**src/rtl/b_pwr_monitor_filt.sv**
```systemverilog
// rtl/b_pwr_monitor_filt.sv - power-good monitor with per-channel glitch filter and sticky warn/fault flags
// Optional feature macro: B_PWR_MONITOR_FILT_FAULT_CNT_EN (saturating fault event counter)
module b_pwr_monitor_filt #(
  parameter int NUM_CONVERTERS = 1,
  parameter int PGOOD_MODE     = 0,
  parameter int FILTER_DEPTH   = 4
) (
  input  logic        clock,
  input  logic        reset_n,
  input  logic        wr_en,
  input  logic [2:0]  wr_addr,
  input  logic [7:0]  wr_data,
  output logic        warn,
  output logic        fault,
  output logic        eoc,
  output logic [31:0] pgood_bus,
  output logic [7:0]  fault_cnt
);

  // Count value on which a persistent mismatch is finally accepted.
  localparam logic [3:0] CNT_LAST = 4'(FILTER_DEPTH - 1);

  logic [NUM_CONVERTERS-1:0]      raw;
  logic [NUM_CONVERTERS-1:0]      filt;
  logic [NUM_CONVERTERS-1:0]      filt_nxt;
  logic [NUM_CONVERTERS-1:0][3:0] cnt;
  logic [NUM_CONVERTERS-1:0][3:0] cnt_nxt;
  logic [31:0]                    pgood_nxt;
  logic                           eoc_tog;
  logic                           ctrl_wr;
  logic                           clr_wr;
  logic                           filt_fall;
  logic                           warn_nxt;
  logic                           fault_nxt;
  logic                           unused_data;

  assign ctrl_wr = wr_en && (wr_addr == 3'd4);
  assign clr_wr  = wr_en && (wr_addr == 3'd5);

  // Data bits that a given channel count or build may never look at.
  assign unused_data = ^wr_data;

  // Bank writes: each raw bit belongs to bank i/8; bits beyond the channel count do not exist.
  always_ff @(posedge clock or negedge reset_n) begin
    if (!reset_n) begin
      raw <= '0;
    end else begin
      for (int i = 0; i < NUM_CONVERTERS; i++) begin
        if (wr_en && (wr_addr == 3'(i / 8))) begin
          raw[i] <= wr_data[i % 8];
        end
      end
    end
  end

  // Glitch filter next state: a mismatch must persist FILTER_DEPTH clocks before filt follows raw.
  always_comb begin
    filt_nxt = filt;
    cnt_nxt  = cnt;
    for (int i = 0; i < NUM_CONVERTERS; i++) begin
      if (raw[i] == filt[i]) begin
        cnt_nxt[i] = 4'd0;
      end else if (cnt[i] == CNT_LAST) begin
        filt_nxt[i] = raw[i];
        cnt_nxt[i]  = 4'd0;
      end else begin
        cnt_nxt[i] = cnt[i] + 4'd1;
      end
    end
  end

  // Filter state registers.
  always_ff @(posedge clock or negedge reset_n) begin
    if (!reset_n) begin
      filt <= '0;
      cnt  <= '0;
    end else begin
      filt <= filt_nxt;
      cnt  <= cnt_nxt;
    end
  end

  // pgood is built from the next filter value so it moves on the same edge as filt.
  always_comb begin
    pgood_nxt = '0;
    if (PGOOD_MODE == 0) begin
      pgood_nxt[0] = &filt_nxt;
    end else begin
      for (int i = 0; i < NUM_CONVERTERS; i++) begin
        pgood_nxt[i] = filt_nxt[i];
      end
    end
  end

  // Registered power-good output.
  always_ff @(posedge clock or negedge reset_n) begin
    if (!reset_n) begin
      pgood_bus <= '0;
    end else begin
      pgood_bus <= pgood_nxt;
    end
  end

  // Brown-out: any filtered channel dropping from good to bad.
  assign filt_fall = |(filt & ~filt_nxt);

  // Sticky flag next state; a set in the same cycle as a clear takes priority.
  always_comb begin
    warn_nxt = warn;
    if (ctrl_wr && wr_data[0]) begin
      warn_nxt = 1'b1;
    end else if (clr_wr && wr_data[0]) begin
      warn_nxt = 1'b0;
    end
    fault_nxt = fault;
    if ((ctrl_wr && wr_data[1]) || filt_fall) begin
      fault_nxt = 1'b1;
    end else if (clr_wr && wr_data[1]) begin
      fault_nxt = 1'b0;
    end
  end

  // Flag, toggle and end-of-conversion pulse registers.
  always_ff @(posedge clock or negedge reset_n) begin
    if (!reset_n) begin
      warn    <= 1'b0;
      fault   <= 1'b0;
      eoc_tog <= 1'b0;
      eoc     <= 1'b0;
    end else begin
      warn  <= warn_nxt;
      fault <= fault_nxt;
      if (ctrl_wr) begin
        eoc_tog <= wr_data[2];
        eoc     <= wr_data[2] ^ eoc_tog;
      end else begin
        eoc     <= 1'b0;
      end
    end
  end

`ifdef B_PWR_MONITOR_FILT_FAULT_CNT_EN
  logic [7:0] fault_cnt_q;
  logic       fault_rise;

  assign fault_rise = !fault && fault_nxt;

  // Saturating count of fault rising transitions; clear bit7 of a clear write zeroes it.
  always_ff @(posedge clock or negedge reset_n) begin
    if (!reset_n) begin
      fault_cnt_q <= 8'h00;
    end else if (clr_wr && wr_data[7]) begin
      fault_cnt_q <= 8'h00;
    end else if (fault_rise && (fault_cnt_q != 8'hFF)) begin
      fault_cnt_q <= fault_cnt_q + 8'h01;
    end
  end

  assign fault_cnt = fault_cnt_q;
`else
  assign fault_cnt = 8'h00;
`endif

endmodule

```
**config.mk**
```make
export PLATFORM = sky130hd
export DESIGN_NAME = b_pwr_monitor_filt
export DESIGN_NICKNAME = d
export VERILOG_FILES = /design/src/rtl/b_pwr_monitor_filt.sv
export SDC_FILE = /design/constraint.sdc
export NUM_CORES = 1
export LEC_CHECK = 0
export ABC_CLOCK_PERIOD_IN_PS = 1880
export BUFFER_PORTS_ARGS = -buffer_cell sky130_fd_sc_hd__buf_2
export CORE_MARGIN = 1.5
export CORE_UTILIZATION = 40
export CTS_BUF_LIST = sky130_fd_sc_hd__clkbuf_8
export DETAILED_ROUTE_END_ITERATION = 7
export PLACE_DENSITY_LB_ADDON = 0.12
export RECOVER_POWER = 25
export SYNTH_ARGS = -nofsm -noshare
export SYNTH_HDL_FRONTEND = slang
export SYNTH_SLANG_ARGS = --single-unit
```
**constraint.sdc**
```tcl
create_clock -name clock -period 1.88 [get_ports clock]
set_clock_uncertainty 0.15 [all_clocks]
set_input_delay 0.376 -clock clock [delete_from_list [all_inputs] [get_ports clock]]
set_output_delay 0.376 -clock clock [all_outputs]
set_load 0.02 [all_outputs]
```
==> impl_summary.md <==
Power
For this design the total switching power over the nets is 0.266 mW. Of the total power, the share spent switching nets is 0.355. Power spread over the standard cell area amounts to 1020 nW/um2. The peak ir drop on the vdd network is 0.555 mV.

The proportion of power drawn by combinational gates is 0.315. The cell leakage power is 0.389 nW. The sequential power share is 0.404. The relative contribution of the clock network to total power is 0.281. The internal power contribution is 0.484 mW.

STA
The number of pins with negative max-slew slack in the final report is 0. The slew at the pin closest to its max-slew limit is 0.554 ns. The number of failing hold endpoints at the final stage is 0. The final total negative setup slack is 0 ns.

The minimum clock period after layout is 1.43 ns. Setup repair after global routing left no endpoint under its margin. Derived from the worst setup path, the maximum achievable clock frequency is 699 MHz.

Setup violations remaining at the end of the flow were counted as 0. In this run the tightest slew margin relative to its limit is 0.631. Of the available clock period, the critical path in the final layout requires 0.760.

Yosys
The post-synthesis cell area is 754 um2. The flip-flop and latch count after synthesis is 10. The most common cell in the synthesized netlist is sky130_fd_sc_hd__buf_4. The cell taking the most area after synthesis is sky130_fd_sc_hd__buf_4. The count of unique library cells instantiated by Yosys is 20.

After technology mapping, the gate count stands at 77. The register area share after synthesis is 0.332. For this run, the leading register cell type out of synthesis is sky130_fd_sc_hd__dfrtp_1. After synthesis, the cell types taking the most area are sky130_fd_sc_hd__buf_4 (40%), sky130_fd_sc_hd__dfrtp_1 (33%), sky130_fd_sc_hd__mux2_1 (4.5%).

The share of synthesized flip-flops with an asynchronous set or reset is 1.00. The number of enable-type register cells in the synthesized netlist is 0. In the synthesized netlist, the cells that appear most often are sky130_fd_sc_hd__buf_4 (40), sky130_fd_sc_hd__dfrtp_1 (10), sky130_fd_sc_hd__mux2_1 (3), sky130_fd_sc_hd__nand3b_1 (3). The number of warnings printed during yosys synthesis is 0.

Averaged over all synthesized cells, the footprint is 9.80 um2. The share of synthesized area in the top cell type comes to 0.398.

Layout
The share of post-route cells with drive strength above 1 is 0.165. The net count of the finished layout is 108. The number of antenna diodes is 0.

The layout has 193 filler cells. Summing all non-filler instances in the final layout gives an area of 737 um2. The area used by multi-input combinational logic is 347 um2.

Across the whole layout, storage elements account for 250 um2. From synthesis to final layout, the design area changed by -2.32%.

Floorplan
The floorplan step defined a core boundary enclosing 1750 um2. The horizontal die dimension is 46.4 um. The floorplan has 15 rows. The area of the die is 2160 um2. For this design the top-level I/O count stands at 57. The initial core utilization is 0.432.

In this run the vertical extent of the chip is 46.4 um.

Global routing
The global-route wire length before repair is 1570 um. The pin count of the biggest net entering global routing is 11. Across every metal layer, demand over resource in global routing totals 0.104. Global routing finished with a remaining overflow of 0. The number of global-route vias before repair is 368. The initial antenna violation count was 0.

Clocking
The later pin in the worst-skew pair is clocked with a latency of 0.23 ns. The maximum buffer depth of the clock tree is 2. TritonCTS created 3 clock buffers. The number of H-tree branching levels is 1.

In this run the clock root is driven by a sky130_fd_sc_hd__clkbuf_8. Clock tree synthesis found a total of 10 sinks. The count of instances resized after the clock tree is built is 0.

TritonCTS built the clock tree. Clock-pin slew was measured on the worst setup and hold paths at 0.04 ns.

Worst setup path
The largest individual stage delay along the critical path comes from the cell sky130_fd_sc_hd__dfrtp_1. The worst setup path is of the reg -> reg kind. The largest fanout on the critical path is 3. The element type at the critical path end is a flip-flop. Data arrives at the worst endpoint at 1.39 ns. STA puts the critical path data required time at 1.84 ns.

The sort of element at the start of the critical path is a flip-flop. The signal on the critical path passes through ha_1 > nor3b_2 > mux2_1. On the worst path, the slowest cell contributes a delay of 0.37 ns. The slack of the worst reg-to-reg path is 0.45 ns.

Drt
The routed layout has 414 vias. For this block, the initial DRC count from the detailed router was 0. The wire length after detailed routing is 943 um.

For this run, the detailed router's first-pass iteration total came to 1. The average via count per standard cell is 3.57. For this run, design rule violations remaining after detail routing come to 0. Dividing the detail-routed wire length by the instance count gives 8.13 um. The detail route stage leaves a number of antenna-violating nets equal to 0.

Placed design
At the end of routability-driven placement, the weighted congestion stood at 0.590. The count of buffers added on input and output ports is 12. The placed instances occupy a cell area of 688 um2.

Summed over all nets, the half-perimeter wirelength after detailed placement is 775 um.

Flow run
The max-cap check violation count is 0.

Min path
The path class of the tightest hold or removal check is in -> reg.

Status
The flow ran to the end, and the final reports show no timing, DRC or antenna violations.
==> path summary, 6_finish.rpt <==
path,start,end,cells after the start
max,cnt[0],pgood_bus[0],3
min,wr_addr[0],eoc,2
max reg2reg,cnt[0],pgood_bus[0],3
min reg2reg,cnt[0],cnt[0],1
max in group asynchronous,reset_n,cnt[2],2
min in group asynchronous,reset_n,eoc,2
==> timing repair <==
action | 4_1_cts | 5_1_grt
buffers inserted | 0 | 0
hold buffers | 1 | 0
hold endpoints to repair | 10 | 0
==> registers in the layout, indices dropped and copies added, names as in the netlist <==
register   count
eoc_tog        1
pgood_bus      1
fault          1
raw            1
eoc            1
cnt            4
warn           1
==> layout make-up <==
class / count / share of cell area
Multi-Input combinational cell: 65 / 0.470
Tap cell: 25 / 0.0424
Timing Repair Buffer: 13 / 0.0917
Clock buffer: 3 / 0.0560
Sequential cell: 10 / 0.340
==> kinds of logic after synthesis <==
family / after synthesis / synth area share
other cells: 1 / 0.00497
buf+inv: 40 / 0.398
simple gates: 16 / 0.146
xor+xnor: 3 / 0.0348
compound gates: 3 / 0.0232
flops: 10 / 0.332
fa+ha+maj: 1 / 0.0166
mux: 3 / 0.0448
==> worst max-delay path: cells and delay by family, from the launching register on <==
family	cells	cell delay [ns]
AND/OR/NAND/NOR	1	0.27
adder cells (fa/ha/maj)	1	0.19
multiplexers	1	0.34
flip-flops	1	0.37
==> power groups by stage <==
stage / registers (mW) / clock network, mW / logic (mW)
after global placement: 0.306 / 0 / 0.239
after floorplan: 0.318 / 0 / 0.242
after CTS: 0.306 / 0.223 / 0.239
after global routing: 0.314 / 0.227 / 0.268
after detailed placement: 0.309 / 0 / 0.237
final: 0.303 / 0.211 / 0.236
==> layer usage <==
layer / track usage / wire (um) / vias to the layer above / part of all wire
li1: - / - / 202 / -
met1: 0.132 / 368 / 187 / 0.39
met2: 0.164 / 497 / 25 / 0.53
met3: 0.0235 / 77 / 0 / 0.082
met4: 0.0514 / 0 / 0 / 0
met5: 0 / 0 / - / 0
==> layout by cell type, fill, tap and decap left out, types with 2 or more instances in the layout <==
cell	n
sky130_fd_sc_hd__dfrtp_1	10
sky130_fd_sc_hd__nand3b_1	3
sky130_fd_sc_hd__clkbuf_8	3
sky130_fd_sc_hd__xnor2_1	2
sky130_fd_sc_hd__mux2_1	3
sky130_fd_sc_hd__nand2_1	2
sky130_fd_sc_hd__nand4b_1	2
sky130_fd_sc_hd__buf_2	10
sky130_fd_sc_hd__conb_1	39
sky130_fd_sc_hd__nor2_1	2
sky130_fd_sc_hd__nor3_1	2
sky130_fd_sc_hd__clkbuf_1	2
==> metrics by stage <==
| step | hold WS, ns | utilization | setup WS, ns | power, mW | cells |
|---|---|---|---|---|---|
| finish | 0.235 | 0.422 | 0.450 | 0.750 | 116 |
| global route | 0.242 | 0.422 | 0.337 | 0.809 | 116 |
| CTS | 0.231 | 0.424 | 0.434 | 0.768 | 116 |
| floorplan | -0.0696 | - | 0.558 | 0.560 | 115 |
| global placement | 0.105 | 0.394 | 0.450 | 0.545 | 112 |
| detailed placement | 0.102 | 0.394 | 0.441 | 0.545 | 112 |
Power figures use the tool's default switching activity.
